File: config.mk
export PLATFORM = sky130hd
export DESIGN_NAME = rpn_stack_ctrl_flat
export DESIGN_NICKNAME = d
export VERILOG_FILES = /design/src/rtl/rpn_pkg.sv /design/src/rtl/rpn_stack_ctrl_if.sv /design/src/rtl/rpn_stack.sv /design/src/rtl/rpn_stack_ctrl.sv /design/src/flat_wrapper.sv
export SDC_FILE = /design/constraint.sdc
export NUM_CORES = 1
export LEC_CHECK = 0
export CAP_MARGIN = 20
export CORE_ASPECT_RATIO = 1.2
export CORE_MARGIN = 3
export CORE_UTILIZATION = 54
export CTS_CLUSTER_DIAMETER = 150
export DETAILED_ROUTE_END_ITERATION = 8
export PLACE_DENSITY = 0.91
export SLEW_MARGIN = 0
export SYNTH_ARGS = -nofsm -noshare
export SYNTH_HDL_FRONTEND = slang
export SYNTH_SLANG_ARGS = --single-unit
export TNS_END_PERCENT = 100
File: constraint.sdc
create_clock -name clk -period 4.3 [get_ports clk]
set_clock_uncertainty 0.05 [all_clocks]
set_input_delay 0.86 -clock clk [delete_from_list [all_inputs] [get_ports clk]]
set_output_delay 0.86 -clock clk [all_outputs]
set_load 0.01 [all_outputs]
File: src/rtl/rpn_pkg.sv
// Shared types and constants for the RPN stack sequencing controller.
package rpn_pkg;

   // Controller states
   typedef enum logic [1:0] {
      IDLE = 2'd0,
      EXEC = 2'd1,
      ERR  = 2'd2
   } state_t;

   localparam int unsigned OP_W   = 2;
   localparam int unsigned FLAG_W = 4;

   // Bit positions inside the status bus: {error, busy, full}
   localparam int unsigned STATUS_W    = 3;
   localparam int unsigned STATUS_FULL = 0;
   localparam int unsigned STATUS_BUSY = 1;
   localparam int unsigned STATUS_ERR  = 2;

endpackage : rpn_pkg

File: src/rtl/rpn_stack_ctrl_if.sv
// Bus bundle between the RPN controller and its surroundings
// (debouncer, switches, ALU, display selector, LEDs).
interface rpn_stack_ctrl_if
   import rpn_pkg::*;
#(
   parameter int unsigned WIDTH = 16,
   parameter int unsigned DEPTH = 4
);
   localparam int unsigned DW = $clog2(DEPTH + 1);

   logic                enter_pulse;
   logic                clear_pulse;
   logic                is_op;
   logic [WIDTH-1:0]    data_in;
   logic [WIDTH-1:0]    alu_a;
   logic [WIDTH-1:0]    alu_b;
   logic [OP_W-1:0]     alu_op;
   logic [WIDTH-1:0]    alu_result;
   logic [FLAG_W-1:0]   alu_flags;
   logic [WIDTH-1:0]    to_display;
   logic [FLAG_W-1:0]   flags;
   logic [DW-1:0]       depth;
   logic                busy;
   logic [STATUS_W-1:0] status;

   // Environment side: user inputs and the combinational ALU
   modport master (
      output enter_pulse, clear_pulse, is_op, data_in, alu_result, alu_flags,
      input  alu_a, alu_b, alu_op, to_display, flags, depth, busy, status
   );

   // Controller side
   modport slave (
      input  enter_pulse, clear_pulse, is_op, data_in, alu_result, alu_flags,
      output alu_a, alu_b, alu_op, to_display, flags, depth, busy, status
   );

endinterface : rpn_stack_ctrl_if

File: src/rtl/rpn_stack.sv
// Operand stack: DEPTH x WIDTH register file with a depth counter,
// push / replace-top-two-with-one / clear commands and top, top-1 read ports.
module rpn_stack #(
   parameter  int unsigned WIDTH = 16,
   parameter  int unsigned DEPTH = 4,
   localparam int unsigned DW    = $clog2(DEPTH + 1)
) (
   input  logic             clk,
   input  logic             resetN,
   input  logic             push,
   input  logic [WIDTH-1:0] push_data,
   input  logic             reduce,
   input  logic [WIDTH-1:0] reduce_data,
   input  logic             clear,
   output logic [DW-1:0]    depth,
   output logic [WIDTH-1:0] top_c,
   output logic [WIDTH-1:0] next_c
);

   localparam int unsigned AW = (DEPTH > 1) ? $clog2(DEPTH) : 1;

   logic [WIDTH-1:0] mem_q [DEPTH];
   logic [DW-1:0]    depth_q;
   logic [AW-1:0]    push_idx;
   logic [AW-1:0]    top_idx;
   logic [AW-1:0]    next_idx;

   // Slot addresses relative to the current depth; only used when in range
   always_comb begin
      push_idx = AW'(depth_q);
      top_idx  = AW'(depth_q - DW'(1));
      next_idx = AW'(depth_q - DW'(2));
   end

   // Storage and depth counter; clear only drops the count
   always_ff @(posedge clk or negedge resetN) begin
      if (!resetN) begin
         for (int i = 0; i < int'(DEPTH); i++) begin
            mem_q[i] <= '0;
         end
         depth_q <= '0;
      end else if (clear) begin
         depth_q <= '0;
      end else if (push) begin
         mem_q[push_idx] <= push_data;
         depth_q         <= depth_q + DW'(1);
      end else if (reduce) begin
         mem_q[next_idx] <= reduce_data;
         depth_q         <= depth_q - DW'(1);
      end
   end

   // Read ports read as zero when the entry is not valid
   always_comb begin
      top_c  = (depth_q != '0)      ? mem_q[top_idx]  : '0;
      next_c = (depth_q >= DW'(2))  ? mem_q[next_idx] : '0;
   end

   assign depth = depth_q;

endmodule : rpn_stack

File: src/rtl/rpn_stack_ctrl.sv
// Reverse-Polish sequencing controller: pushes operands, issues the top two
// entries to the external ALU and folds the result back onto the stack.
module rpn_stack_ctrl
   import rpn_pkg::*;
#(
   parameter int unsigned WIDTH = 16,
   parameter int unsigned DEPTH = 4
) (
   input  logic              clk,
   input  logic              resetN,
   rpn_stack_ctrl_if.slave   bus
);

   localparam int unsigned DW = $clog2(DEPTH + 1);

   state_t            state_q, state_d;
   logic [WIDTH-1:0]  alu_a_q, alu_a_d;
   logic [WIDTH-1:0]  alu_b_q, alu_b_d;
   logic [OP_W-1:0]   alu_op_q, alu_op_d;
   logic [FLAG_W-1:0] flags_q, flags_d;
   logic              error_q, error_d;

   logic              stk_push;
   logic              stk_reduce;
   logic              stk_clear;
   logic [DW-1:0]     stk_depth;
   logic [WIDTH-1:0]  stk_top_c;
   logic [WIDTH-1:0]  stk_next_c;
   logic              full_c;
   logic [STATUS_W-1:0] status_c;

   rpn_stack #(
      .WIDTH (WIDTH),
      .DEPTH (DEPTH)
   ) u_stack (
      .clk         (clk),
      .resetN      (resetN),
      .push        (stk_push),
      .push_data   (bus.data_in),
      .reduce      (stk_reduce),
      .reduce_data (bus.alu_result),
      .clear       (stk_clear),
      .depth       (stk_depth),
      .top_c       (stk_top_c),
      .next_c      (stk_next_c)
   );

   assign full_c = (stk_depth == DW'(DEPTH));

   // State, ALU operand and flag registers
   always_ff @(posedge clk or negedge resetN) begin
      if (!resetN) begin
         state_q  <= IDLE;
         alu_a_q  <= '0;
         alu_b_q  <= '0;
         alu_op_q <= '0;
         flags_q  <= '0;
         error_q  <= 1'b0;
      end else begin
         state_q  <= state_d;
         alu_a_q  <= alu_a_d;
         alu_b_q  <= alu_b_d;
         alu_op_q <= alu_op_d;
         flags_q  <= flags_d;
         error_q  <= error_d;
      end
   end

   // Next-state and stack command decode; clear outranks enter
   always_comb begin
      state_d    = state_q;
      alu_a_d    = alu_a_q;
      alu_b_d    = alu_b_q;
      alu_op_d   = alu_op_q;
      flags_d    = flags_q;
      error_d    = error_q;
      stk_push   = 1'b0;
      stk_reduce = 1'b0;
      stk_clear  = 1'b0;

      if (bus.clear_pulse) begin
         state_d   = IDLE;
         flags_d   = '0;
         error_d   = 1'b0;
         stk_clear = 1'b1;
      end else begin
         unique case (state_q)
            IDLE: begin
               if (bus.enter_pulse) begin
                  if (!bus.is_op) begin
                     if (full_c) begin
                        state_d = ERR;
                        error_d = 1'b1;
                     end else begin
                        stk_push = 1'b1;
                     end
                  end else if (stk_depth >= DW'(2)) begin
                     alu_a_d  = stk_next_c;
                     alu_b_d  = stk_top_c;
                     alu_op_d = bus.data_in[OP_W-1:0];
                     state_d  = EXEC;
                  end else begin
                     state_d = ERR;
                     error_d = 1'b1;
                  end
               end
            end
            // Single-cycle result write-back; enter pulses here are dropped
            EXEC: begin
               stk_reduce = 1'b1;
               flags_d    = bus.alu_flags;
               state_d    = IDLE;
            end
            // Any enter acknowledges the error without pushing
            ERR: begin
               if (bus.enter_pulse) begin
                  state_d = IDLE;
                  error_d = 1'b0;
               end
            end
            default: begin
               state_d = IDLE;
            end
         endcase
      end
   end

   // Status bus decode
   always_comb begin
      status_c              = '0;
      status_c[STATUS_ERR]  = error_q;
      status_c[STATUS_BUSY] = (state_q == EXEC);
      status_c[STATUS_FULL] = full_c;
   end

   assign bus.alu_a      = alu_a_q;
   assign bus.alu_b      = alu_b_q;
   assign bus.alu_op     = alu_op_q;
   assign bus.flags      = flags_q;
   assign bus.to_display = stk_top_c;
   assign bus.depth      = stk_depth;
   assign bus.busy       = (state_q == EXEC);
   assign bus.status     = status_c;

endmodule : rpn_stack_ctrl

File: src/flat_wrapper.sv
// flat-port wrapper written by rule: the top's interface ports become plain ports
module rpn_stack_ctrl_flat import rpn_pkg::*;
#(
   parameter int unsigned WIDTH = 16,
   parameter int unsigned DEPTH = 4
)
  (clk, resetN, bus_enter_pulse, bus_clear_pulse, bus_is_op, bus_data_in, bus_alu_result, bus_alu_flags, bus_alu_a, bus_alu_b, bus_alu_op, bus_to_display, bus_flags, bus_depth, bus_busy, bus_status);
  rpn_stack_ctrl_if #(.WIDTH(WIDTH), .DEPTH(DEPTH)) bus_i ();
  input  logic clk;
  input  logic resetN;
  input wire logic [$bits(bus_i.enter_pulse)-1:0] bus_enter_pulse;
  input wire logic [$bits(bus_i.clear_pulse)-1:0] bus_clear_pulse;
  input wire logic [$bits(bus_i.is_op)-1:0] bus_is_op;
  input wire logic [$bits(bus_i.data_in)-1:0] bus_data_in;
  input wire logic [$bits(bus_i.alu_result)-1:0] bus_alu_result;
  input wire logic [$bits(bus_i.alu_flags)-1:0] bus_alu_flags;
  output wire logic [$bits(bus_i.alu_a)-1:0] bus_alu_a;
  output wire logic [$bits(bus_i.alu_b)-1:0] bus_alu_b;
  output wire logic [$bits(bus_i.alu_op)-1:0] bus_alu_op;
  output wire logic [$bits(bus_i.to_display)-1:0] bus_to_display;
  output wire logic [$bits(bus_i.flags)-1:0] bus_flags;
  output wire logic [$bits(bus_i.depth)-1:0] bus_depth;
  output wire logic [$bits(bus_i.busy)-1:0] bus_busy;
  output wire logic [$bits(bus_i.status)-1:0] bus_status;
  assign bus_i.enter_pulse = bus_enter_pulse;
  assign bus_i.clear_pulse = bus_clear_pulse;
  assign bus_i.is_op = bus_is_op;
  assign bus_i.data_in = bus_data_in;
  assign bus_i.alu_result = bus_alu_result;
  assign bus_i.alu_flags = bus_alu_flags;
  assign bus_alu_a = bus_i.alu_a;
  assign bus_alu_b = bus_i.alu_b;
  assign bus_alu_op = bus_i.alu_op;
  assign bus_to_display = bus_i.to_display;
  assign bus_flags = bus_i.flags;
  assign bus_depth = bus_i.depth;
  assign bus_busy = bus_i.busy;
  assign bus_status = bus_i.status;
  rpn_stack_ctrl #(.WIDTH(WIDTH), .DEPTH(DEPTH)) u_core (.clk(clk), .resetN(resetN), .bus(bus_i));
endmodule
* Yosys cells after proc, flatten, opt, wreduce, memory -nomap -nowiden
Cells that the tools add are included.
Storage, ports and cells: logic and storage cells 86, register bits after elaboration 108, output and inout port bits 61
Operators by class: add/subtract/negate cells 3, mux-type cells 42, reduce and logical (&&, ||, !) cells 12, equal/unequal tests 7, bitwise logic cells 5, magnitude comparators 6
Operators with widths (number):
- 64-bit bitwise mux | 2
- 64-bit two-way mux | 2
- 16-bit two-way mux | 7
- 16-bit binary-select mux with 2-bit select | 2
- 16-bit demux with 2-bit select | 2
- 1-bit two-way mux | 14
- 2-bit two-way mux | 6
- 5-bit AND reduction | 2
- 3-bit greater-or-equal comparator, second input constant | 3
- 3-bit two-way mux | 3
- 2-bit inverter with 3-bit output | 3
- 3-bit nonzero test | 3
- 4-bit two-way mux | 2
- 3-bit by 1-bit < comparator with 1-bit output, second input constant | 2
- 3-bit != test, second input constant | 2
- 4-bit by 3-bit != test with 1-bit output, second input constant | 1
- 4-bit != test, second input constant | 1
- 2-bit case mux with 2 select lines | 1
- 2-bit nonzero test | 2
- 3-bit by 1-bit adder with 3-bit output, second input constant | 1
- 3-bit == test, second input constant | 1
- 3-bit by 2-bit greater-or-equal comparator with 1-bit output, second input constant | 1
- 3-bit AND reduction | 1
- 3-bit by 1-bit subtractor with 3-bit output, second input constant | 1
- other kinds (8) | 10

* Depth between registers and ports, before layout
depth in word-level cells 9, depth in mapped cells 10, depth with buffers taken out 6

* By module
From an unflattened synthesis, not the netlist that was laid out.
Second synthesis, totals: cells, all modules 436, area total of the unflattened synthesis 6122.1 sq um
By module, submodules not included:
- rpn_stack | times used 1, cells each 331, area each 4486.8 sq um
- rpn_stack_ctrl | times used 1, cells each 105, area each 1635.3 sq um

* Worst setup path before layout
No wires, ideal clock.
kind register to output, start point reg u_core.u_stack.depth_q[0], in the netlist u_core.u_stack.depth[0], end point out bus_to_display[10], cell stages (with the launch flop) 9, data required time 3390 ps, buffers on the path 4, setup slack 649 ps, arrival 2741 ps, cells stage by stage dfrtp_1 -> clkbuf_1 -> buf_1 -> inv_1 -> ha_1 -> buf_2 -> buf_2 -> mux4_2 -> and2_1
Between the ends: word-level cells in the longest chain between the ends 6, elaborated cells on any way between the ends 7, those cells by class 1 x add/sub; 4 x mux; 1 x bitwise; 1 x reduce/logical
RTL lines:
- start, declared | line rpn_stack.sv:23 | logic [DW-1:0] depth_q;
- start signal, assigned | line rpn_stack.sv:46 | depth_q <= depth_q + DW'(1);
- start signal, assigned | line rpn_stack.sv:49 | depth_q <= depth_q - DW'(1);
- 3-bit by 1-bit subtractor with 3-bit output
- 2-bit inverter with 3-bit output (not written as such) | line rpn_stack.sv:55 | top_c = (depth_q != '0) ? mem_q[top_idx] : '0;
- 16-bit binary-select mux with 2-bit select | line rpn_stack.sv:55
- 16-bit two-way mux (not written as such) (2 in a row) | line rpn_stack.sv:55
- 16-bit two-way mux * | line rpn_stack.sv:55
- end, declared | line flat_wrapper.sv:20 | output wire logic [$bits(bus_i.to_display)-1:0] bus_to_display;
Every way passes the cells marked *; elsewhere a longest branch is shown, timed or not. The select of a mux whose other input is x is not followed.

* Worst setup path after layout
start point reg u_core.u_stack.depth_q[0], in the netlist u_core.u_stack.depth[0], end point out bus_to_display[13]
Same word-level chain as after synthesis.

==> impl_metrics.env <==
export IMPL_status="finished, final reports clean"
export IMPL_slew_viol_final=0
export IMPL_drc=0
export IMPL_cts_sinks=108
export IMPL_cts_buffers=9
export IMPL_cp_arrival_ns=2.71
export IMPL_die_h_um=121
export IMPL_grtUsageTotal_pct=26.3
export IMPL_end_kind="primary output"
export IMPL_final_core_util_pct=68.4
export IMPL_first_pass_iters=5
export IMPL_grt_pass1_vias=4700
export IMPL_whs_ns=0.441
export IMPL_cts_tree="done"
export IMPL_postSynthCellCount=441
export IMPL_worstSetupStartpointType="flip-flop"
export IMPL_die_width_um=102
export IMPL_setup_viol=0
export IMPL_grt_pass1_wl_um=25000
export IMPL_finalSetupTns_ns=0
export IMPL_final_antenna_net_count=0
export IMPL_clk_pin_slew_worst_paths_ns=0.07
export IMPL_synth_fp_nets=487
export IMPL_num_rows=41
export IMPL_cp_required_ns=3.39
export IMPL_layout_commonest_cell="dfrtp_1"
export IMPL_cts_resized=0
export IMPL_clk_path_buf_depth=2
export IMPL_reg2reg_slack_ns=1.46
export IMPL_layout_common_cells="dfrtp_1, clkdlybuf4s50_1, mux2_2, mux4_2, a32o_1"
export IMPL_area_delta_synth_final_pct=22.1
export IMPL_synth_top_area_share_pct=45.2
export IMPL_worstSkewPairLatency_ns=0.35
export IMPL_synth_top_area_cell="dfrtp_1"
export IMPL_drt_vias_per_instance=6.83
export IMPL_tightest_slew_ns=0.950
export IMPL_powerDensity_mw_per_mm2=348
export IMPL_cts_hold_buffers=0
export IMPL_nets=567
export IMPL_synth_edf_count=0
export IMPL_yosysUniqueCellTypes=39
export IMPL_antenna_found_initial=0
export IMPL_grt_max_degree=75
export IMPL_drive_above_1_share_pct=23.2
export IMPL_ys_flop_type="dfrtp_1"
export IMPL_critical_path_class="flip-flop to primary output"
export IMPL_synth_cell_area_mm2=0.00598
export IMPL_start_util_pct=56.0
export IMPL_ys_ff_latch=108
export IMPL_overflow=0
export IMPL_final_cells=654
export IMPL_p_leak_nw=3.27
export IMPL_placed_cells=639
export IMPL_maxClockFrequency_ghz=0.277
export IMPL_core_area_mm2=0.0107
export IMPL_ys_seq_area_share_pct=45.2
export IMPL_drt_iter0_drc=365
export IMPL_gp_congestion=0.891
export IMPL_vias=4464
export IMPL_fin_crit_ns=3.62
export IMPL_wire_per_inst_um=23.6
export IMPL_crit_fanout=18
export IMPL_avgSynthCellArea_um2=13.6
export IMPL_hold_path_class="flip-flop to flip-flop"
export IMPL_irDropWorstVdd_uv=180
export IMPL_cts_root_buf="clkbuf_16"
export IMPL_num_antenna_cells=0
export IMPL_portBuffers=101
export IMPL_io_pin_count=102
export IMPL_async_reset_ff_share_pct=100
export IMPL_finalWirelength_um=15400
export IMPL_die_area_mm2=0.0124
export IMPL_ys_warn_count=0
export IMPL_post_cts_buffers=0
export IMPL_maxCapViolCount=0
export IMPL_slew_headroom_pct=36.7
export IMPL_rsz0062_at_grt="false"
export IMPL_h_tree_depth=3
export IMPL_finalHoldViolations=0
export IMPL_synth_area_leaders="dfrtp_1, mux4_2, mux2_2"
export IMPL_dp_hpwl_um=10400
export IMPL_period_share_pct=84.1
==> path summary, 6_finish.rpt <==
kind	from	endpoint	depth (start not counted)
hold reg to reg	u_core.bus.alu_b[3]	u_core.bus.alu_b[3]	1
max in group asynchronous	resetN	u_core.bus.alu_b[4]	2
min in group asynchronous	resetN	u_core.u_stack.mem_q[58]	1
setup / recovery	u_core.u_stack.depth[0]	bus_to_display[13]	6
hold / removal	u_core.bus.alu_b[3]	u_core.bus.alu_b[3]	1
setup reg to reg	u_core.u_stack.depth[1]	u_core.bus.alu_b[8]	5
==> worst max-delay path: stages (launching register included) <==
cell and delay [ns]:
dfrtp_2 0.35, inv_1 0.09, ha_1 0.29, buf_4 0.34, mux4_2 0.60, and2_1 0.20
clkdlybuf4s50_1 0.48
==> power breakdown <==
group | internal [mW] | switching [mW] | total [mW]
logic | 0.272 | 0.245 | 0.517
registers | 1.09 | 0.0581 | 1.15
clock network | 0.506 | 0.364 | 0.870
==> final cells by class <==
type / count / area [um2]
clock buffer: 10 / 229
clock inverter: 5 / 77.6
fill: 732 / 3370
inverter: 7 / 26.3
multi-input combinational: 281 / 2990
sequential: 108 / 2700
tap: 129 / 161
timing repair buffer: 114 / 1110
==> synth_stat cells, types with 6 or more instances <==
master / n
and2_1: 17
mux4_2: 32
o21ai_0: 16
nor2_1: 6
a21oi_1: 7
inv_1: 6
a22o_1: 16
buf_6: 6
mux2_4: 10
a32o_1: 32
clkbuf_1: 15
buf_2: 17
mux2_2: 43
dfrtp_1: 108
mux2_1: 29
nand2_1: 9
o31ai_1: 17
buf_4: 6
a22oi_1: 16
==> flip-flops by register name (all words and copies together), names as in the netlist <==
register              cells
u_core.u_stack.mem_q     64
u_core.bus.alu_a         16
u_core.bus.alu_b         16
u_core.bus.flags          4
u_core.u_stack.depth      3
u_core.bus.alu_op         2
u_core.state_q            2
u_core.error_q            1
==> logic make-up (layout without fill, tap and decap cells) <==
family / after synthesis / count (layout) / share of synthesized area [%]
AO/OA/AOI/OAI: 117 / 117 / 16.3
multiplexers: 114 / 114 / 28.1
flip-flops: 108 / 108 / 45.2
buffers and inverters: 52 / 136 / 4.75
AND/OR/NAND/NOR: 43 / 43 / 4.21
adder cells (fa/ha/maj): 5 / 5 / 1.05
XOR/XNOR: 2 / 2 / 0.293
==> metrics by stage <==
| stage | power (mW) | setup slack [ns] | cell area, um2 |
|---|---|---|---|
| 6_report | 2.54 | 0.684 | 7300 |
| 5_1_grt | 2.63 | 0.559 | 7300 |
| 4_1_cts | 2.54 | 0.675 | 7300 |
| 3_5_place_dp | 1.68 | 0.871 | 6990 |
| 3_3_place_gp | 1.65 | 0.996 | 6990 |
| 2_1_floorplan | 1.47 | 0.649 | 5980 |
==> layer usage <==
metal / up-vias / GRT usage (%) / share of wire, %
met5: - / 0 / 0
met2: 262 / 42.6 / 51
met1: 2267 / 33.7 / 38
met3: 47 / 4.77 / 7.4
met4: 0 / 13.0 / 3.3
li1: 1888 / - / -
Note: power is estimated with default switching activity, not from simulation.
